===== src/rtl/pingpong_sweep_scheduler_if.sv =====
// Control/response bundle between the sweep scheduler and the 16:1 take-block mux.
interface pingpong_sweep_scheduler_if #(
  parameter int SFT_BIT = 4
);
  logic [SFT_BIT-1:0] sel;
  logic               needPang;
  logic               myTurnPingPong;
  logic [SFT_BIT-1:0] needPangStartInc;
  logic [SFT_BIT-1:0] needPangEndInc;
  logic               takeBlko;

  // scheduler side: owns the mux controls, listens to the take response
  modport master (
    output sel, needPang, myTurnPingPong, needPangStartInc, needPangEndInc,
    input  takeBlko
  );

  // mux side
  modport slave (
    input  sel, needPang, myTurnPingPong, needPangStartInc, needPangEndInc,
    output takeBlko
  );
endinterface


===== src/rtl/pingpong_sweep_scheduler.sv =====
// Round-robin ping/pang arbiter that runs one full sel sweep on the 16:1
// pipelined take-block mux, drains its pipeline and reports the take count.
module pingpong_sweep_scheduler #(
  parameter int SFT_BIT  = 4,
  parameter int NUM_SUB  = 16,
  parameter int PIPE_LAT = 4,
  parameter int CNT_W    = 5
) (
  input  logic               clk,
  input  logic               reset,
  input  logic               ping_req,
  input  logic [SFT_BIT-1:0] ping_start,
  input  logic [SFT_BIT-1:0] ping_end,
  input  logic               ping_force,
  input  logic               pang_req,
  input  logic [SFT_BIT-1:0] pang_start,
  input  logic [SFT_BIT-1:0] pang_end,
  input  logic               pang_force,
  output logic               ping_gnt,
  output logic               pang_gnt,
  output logic               busy,
  output logic               done,
  output logic               done_owner,
  output logic [CNT_W-1:0]   take_cnt,
  pingpong_sweep_scheduler_if.master mux
);

  localparam int DW = (PIPE_LAT > 1) ? $clog2(PIPE_LAT + 1) : 1;

  typedef enum logic [1:0] {IDLE, SWEEP, DRAIN, DONE} state_t;

  state_t              state;
  logic                last_owner;   // 1 = ping had the previous sweep
  logic [PIPE_LAT-1:0] vld_pipe;     // tags which takeBlko samples belong to the sweep
  logic [DW-1:0]       drain_cnt;
  logic [CNT_W-1:0]    take_acc;

  logic             pick_ping;
  logic             take_inc;
  logic [CNT_W-1:0] take_next;

  // ping wins when alone, or on a tie when pang owned the last sweep
  assign pick_ping = ping_req & (~pang_req | ~last_owner);
  // a take only counts when its matching sel came from this sweep
  assign take_inc  = vld_pipe[PIPE_LAT-1] & mux.takeBlko;
  assign take_next = take_acc + CNT_W'(take_inc);

  // sweep FSM, tag pipeline and take counter; all outputs registered
  always_ff @(posedge clk) begin
    if (!reset) begin
      state                <= IDLE;
      last_owner           <= 1'b0;
      vld_pipe             <= '0;
      drain_cnt            <= '0;
      take_acc             <= '0;
      ping_gnt             <= 1'b0;
      pang_gnt             <= 1'b0;
      busy                 <= 1'b0;
      done                 <= 1'b0;
      done_owner           <= 1'b0;
      take_cnt             <= '0;
      mux.sel              <= '0;
      mux.needPang         <= 1'b0;
      mux.myTurnPingPong   <= 1'b0;
      mux.needPangStartInc <= '0;
      mux.needPangEndInc   <= '0;
    end else begin
      ping_gnt <= 1'b0;
      pang_gnt <= 1'b0;
      done     <= 1'b0;
      vld_pipe <= (vld_pipe << 1) | PIPE_LAT'(state == SWEEP);
      take_acc <= take_next;

      case (state)
        IDLE: begin
          mux.sel <= '0;
          if (ping_req || pang_req) begin
            state                <= SWEEP;
            busy                 <= 1'b1;
            ping_gnt             <= pick_ping;
            pang_gnt             <= ~pick_ping;
            last_owner           <= pick_ping;
            take_acc             <= '0;
            mux.myTurnPingPong   <= pick_ping;
            mux.needPangStartInc <= pick_ping ? ping_start : pang_start;
            mux.needPangEndInc   <= pick_ping ? ping_end   : pang_end;
            mux.needPang         <= pick_ping ? ping_force : pang_force;
          end
        end
        SWEEP: begin
          if (mux.sel == SFT_BIT'(NUM_SUB - 1)) begin
            state     <= DRAIN;
            mux.sel   <= '0;
            drain_cnt <= '0;
          end else begin
            mux.sel <= mux.sel + 1'b1;
          end
        end
        DRAIN: begin
          drain_cnt <= drain_cnt + 1'b1;
          // last drain cycle also sees the final tagged take, so use take_next
          if (drain_cnt == DW'(PIPE_LAT - 1)) begin
            state      <= DONE;
            done       <= 1'b1;
            done_owner <= mux.myTurnPingPong;
            take_cnt   <= take_next;
            busy       <= 1'b0;
          end
        end
        DONE: begin
          state <= IDLE;
        end
        default: state <= IDLE;
      endcase
    end
  end

endmodule


===== src/flat_wrapper.sv =====
// flat-port wrapper written by rule: the top's interface ports become plain ports
module pingpong_sweep_scheduler_flat 
#(
  parameter int SFT_BIT  = 4,
  parameter int NUM_SUB  = 16,
  parameter int PIPE_LAT = 4,
  parameter int CNT_W    = 5
)
  (clk, reset, ping_req, ping_start, ping_end, ping_force, pang_req, pang_start, pang_end, pang_force, ping_gnt, pang_gnt, busy, done, done_owner, take_cnt, mux_sel, mux_needPang, mux_myTurnPingPong, mux_needPangStartInc, mux_needPangEndInc, mux_takeBlko);
  pingpong_sweep_scheduler_if #(.SFT_BIT(SFT_BIT)) mux_i ();
  input  logic clk;
  input  logic reset;
  input  logic ping_req;
  input  logic [SFT_BIT-1:0] ping_start;
  input  logic [SFT_BIT-1:0] ping_end;
  input  logic ping_force;
  input  logic pang_req;
  input  logic [SFT_BIT-1:0] pang_start;
  input  logic [SFT_BIT-1:0] pang_end;
  input  logic pang_force;
  output logic ping_gnt;
  output logic pang_gnt;
  output logic busy;
  output logic done;
  output logic done_owner;
  output logic [CNT_W-1:0] take_cnt;
  output wire logic [$bits(mux_i.sel)-1:0] mux_sel;
  output wire logic [$bits(mux_i.needPang)-1:0] mux_needPang;
  output wire logic [$bits(mux_i.myTurnPingPong)-1:0] mux_myTurnPingPong;
  output wire logic [$bits(mux_i.needPangStartInc)-1:0] mux_needPangStartInc;
  output wire logic [$bits(mux_i.needPangEndInc)-1:0] mux_needPangEndInc;
  input wire logic [$bits(mux_i.takeBlko)-1:0] mux_takeBlko;
  assign mux_sel = mux_i.sel;
  assign mux_needPang = mux_i.needPang;
  assign mux_myTurnPingPong = mux_i.myTurnPingPong;
  assign mux_needPangStartInc = mux_i.needPangStartInc;
  assign mux_needPangEndInc = mux_i.needPangEndInc;
  assign mux_i.takeBlko = mux_takeBlko;
  pingpong_sweep_scheduler #(.SFT_BIT(SFT_BIT), .NUM_SUB(NUM_SUB), .PIPE_LAT(PIPE_LAT), .CNT_W(CNT_W)) u_core (.clk(clk), .reset(reset), .ping_req(ping_req), .ping_start(ping_start), .ping_end(ping_end), .ping_force(ping_force), .pang_req(pang_req), .pang_start(pang_start), .pang_end(pang_end), .pang_force(pang_force), .ping_gnt(ping_gnt), .pang_gnt(pang_gnt), .busy(busy), .done(done), .done_owner(done_owner), .take_cnt(take_cnt), .mux(mux_i));
endmodule

===== config.mk =====
export PLATFORM = sky130hd
export DESIGN_NAME = pingpong_sweep_scheduler_flat
export DESIGN_NICKNAME = d
export VERILOG_FILES = /design/src/rtl/pingpong_sweep_scheduler_if.sv /design/src/rtl/pingpong_sweep_scheduler.sv /design/src/flat_wrapper.sv
export SDC_FILE = /design/constraint.sdc
export NUM_CORES = 1
export LEC_CHECK = 0
export ABC_AREA = 1
export CORE_MARGIN = 2
export CORE_UTILIZATION = 42
export DETAILED_ROUTE_END_ITERATION = 10
export PLACE_DENSITY_LB_ADDON = 0.12
export SYNTH_ARGS = -nofsm -noshare
export SYNTH_HDL_FRONTEND = slang
export SYNTH_SLANG_ARGS = --single-unit

===== constraint.sdc =====
create_clock -name clk -period 1.25 [get_ports clk]
set_input_delay 0.3125 -clock clk [delete_from_list [all_inputs] [get_ports clk]]
set_output_delay 0.3125 -clock clk [all_outputs]
set_load 0.005 [all_outputs]

==> results.cfg, run 1 <==
[timing]
slew_headroom_pct = 85.3
fin_ws_ns = -0.0976
worst_slew_pin_slew_ns = 0.218
maxSlewViolCount = 0
rsz0062_at_grt = true
min_period_ns = 1.35
finClkSkew_ns = 0.00743
setup_violations = 7
fin_crit_sh_pct = 108
max_freq_mhz = 742
final-hold-violation-count = 0

[logic_synthesis]
yosys.area.top_type_share_pct = 47.1
postSynthNetCount = 239
syn_area_sq_mm = 0.00162
yosysWarnings = 0
async_flop_share_pct = 0
synth-seq-area-share_pct = 47.1
synthFlopType = dfxtp_1
synthTopCellsByArea = dfxtp_1, nand3_1, nand2_1
yosysMostFrequentCell = nand2_1
synthTopCellsByCount = nand2_1, dfxtp_1, nand3_1, inv_1, nor2_1
synth_cells = 207
synth_top_area_cell = dfxtp_1
synth_edf_count = 0
synth_area_per_cell_sq_um = 7.80
yosysUniqueCellTypes = 24
yosys_register_bits = 38

[drt]
num_vias = 1623
vias_per_cell = 4.86
ant_nets = 0
dr.pass1.iters = 6
drtIter0Drc = 53
drc = 0
wirelength_um = 4020
routedWlPerCell_um = 12.0

[clocking]
ctsLongestPathBuffers = 2
tritoncts = yes
clk_pin_slew_worst_paths_ns = 0.07
cts_sinks = 38
htreeDepth = 2
clk_latency_ns = 0.29
hold_buffers = 0
root_buffer = clkbuf_8
numCtsBuffers = 5

[global_routing]
grt_first_pass_wirelength_um = 6660
grt-ovfl-total = 0
grt_max_degree = 13
grtUsageTotal_pct = 20.1
antenna_found_initial = 0
grt_pass1_vias = 1544

[setup_path]
cp.arrival_ns = 1.53
start_kind = flip-flop
cp_max_fo = 6
crit_family = flip-flops
rrSetupSlack_ns = -0.1
required_ns = 1.44
crit_chain = ha_4 > ha_4 > nand2_4 > clkinvlp_4 > buf_12 > nor2_4 > nor2_1 > o21ai_1 > inv_1
critical_path_class = flip-flop to flip-flop
slowest_delay_ns = 0.34
end_kind = flip-flop
cp_num_buf_inv = 3
cpMostUsedCell = ha_4
cp_slowest_cell = dfxtp_2

[finish]
fin_area_sq_mm = 0.00275
area_delta_synth_final_pct = 69.9
diodes = 0
drive_gt1_share_pct = 38.5
layout.nets = 318
fin_cells = 334
n_fill_cell = 292
utilization_pct = 74.4

[power_and_ir_drop]
p_leak_nw = 1.35
p_clk_share_pct = 25.3
switching_share_pct = 31.9
power_frac_comb_pct = 37.4
netSwitchingPower_mw = 1.35
vdd_drop_max_v = 0.000917
p_int_mw = 2.87
powerDensity_mw_per_mm2 = 1540
pwr-share-seq_pct = 37.3

[placed_design]
dpl_cell_area_sq_mm = 0.00225
routabilityCongestion = 0.833
port-buffer-count = 46
dp_hpwl_um = 2560
placed_cells = 316

[status]
violations = negative setup slack
status = complete, but fails checks

[hold_path]
min-delay-path-class = flip-flop to flip-flop

[floorplan]
core-area_sq_mm = 0.00369
start_util_pct = 43.8
io_pins = 47
dieArea_sq_mm = 0.00436
rows = 22
die_y_um = 66.0
die_w_um = 66.0

[job]
max_cap_violations = 0
[cell families after synthesis]
family / Yosys count / share of synthesized area (%)
AOI/OAI and AO/OA: 21 / 6.89
xor gates and xnor gates: 2 / 1.08
adders and majority gates: 9 / 6.97
buffers and inverters: 33 / 8.99
DFF: 38 / 47.1
and+or+nand+nor: 104 / 29.0
[what timing repair did]
action	CTS	global route
pin swaps	15	18
setup endpoints to repair	53	26
gates resized for setup	84	39
buffers inserted	7	4
hold endpoints to repair	0	0
[layout make-up]
type	count	area (sq um)	share of cell area, %
Clock buffer	6	82.6	3.01
Clock inverter	1	30.0	1.09
Inverter	27	115	4.19
Multi-Input combinational cell	136	976	35.6
Sequential cell	38	783	28.5
Tap cell	48	60.1	2.19
Timing Repair Buffer	78	698	25.4
[tightest hold or removal path, stage by stage (launching register included)]
cell and delay [ns]:
dfxtp_1 0.31, nand2_1 0.05, inv_1 0.04
[power groups by stage]
stage | Clock, mW | Combinational [mW] | Sequential [mW]
after floorplan | 0 | 0.625 | 1.53
after CTS | 1.07 | 1.38 | 1.54
final | 1.07 | 1.58 | 1.57
after global routing | 1.12 | 1.75 | 1.59
after detailed placement | 0 | 1.25 | 1.53
after global placement | 0 | 1.24 | 1.53
[sequential cells by signal (all words and copies together) (netlist names), 2 cells and up]
signal	flops
u_core.take_acc	5
u_core.take_cnt	5
u_core.mux.needPangEndInc	4
u_core.mux.needPangStartInc	4
u_core.mux.sel	4
u_core.vld_pipe	4
u_core.drain_cnt	3
u_core.state	2
[cell usage in the layout, fill, tap and decap left out, types with 2 or more instances in the layout]
cell type,n
o21ai_0,2
o21ai_1,2
nand3_1,22
inv_4,2
dfxtp_2,12
a21oi_1,8
nand2_1,26
a21oi_2,3
o21ai_2,4
ha_4,6
nor2_4,5
nor2_1,15
ha_2,2
buf_4,26
dlygate4sd2_1,27
clkdlybuf4s50_1,19
nand3b_1,2
nand2_4,6
inv_2,3
nand4_1,4
dfxtp_4,2
buf_6,5
dfxtp_1,24
nand2_2,11
clkbuf_8,6
inv_1,20
nand3_2,11
[worst paths after layout]
check / depth (start not counted) / startpoint / endpoint
hold / removal: 2 / u_core.vld_pipe[0] / u_core.vld_pipe[1]
setup reg to reg: 9 / u_core.drain_cnt[1] / u_core.take_cnt[4]
setup / recovery: 9 / u_core.drain_cnt[1] / u_core.take_cnt[4]
hold reg to reg: 2 / u_core.vld_pipe[0] / u_core.vld_pipe[1]
[metal layers]
metal | track usage (%) | vias up | share of wire (%)
met2 | 32.6 | 49 | 47
met4 | 7.65 | 0 | 1.2
met3 | 6.81 | 6 | 6.5
li1 | - | 829 | -
met5 | 0 | - | 0
met1 | 24.5 | 739 | 45
[per-stage QoR]
stage	total power, mW	TNS (ns)	hold slack (ns)	setup slack (ns)
after floorplan	2.16	-0.0476	0.390	-0.0159
after global placement	2.77	-8.57	0.395	-0.470
final	4.22	-0.378	0.418	-0.0976
after detailed placement	2.78	-8.90	0.404	-0.518
after global routing	4.46	-1.16	0.445	-0.188
after CTS	3.99	-0.0805	0.421	-0.0382
(Power assumes the default switching activity.)
==> run 2, diff against run 1 <==
SLEW_MARGIN = 20   (was not set)
==> results of run 2 <==
The final DEF is identical to that of run 1; final timing and power are the same.
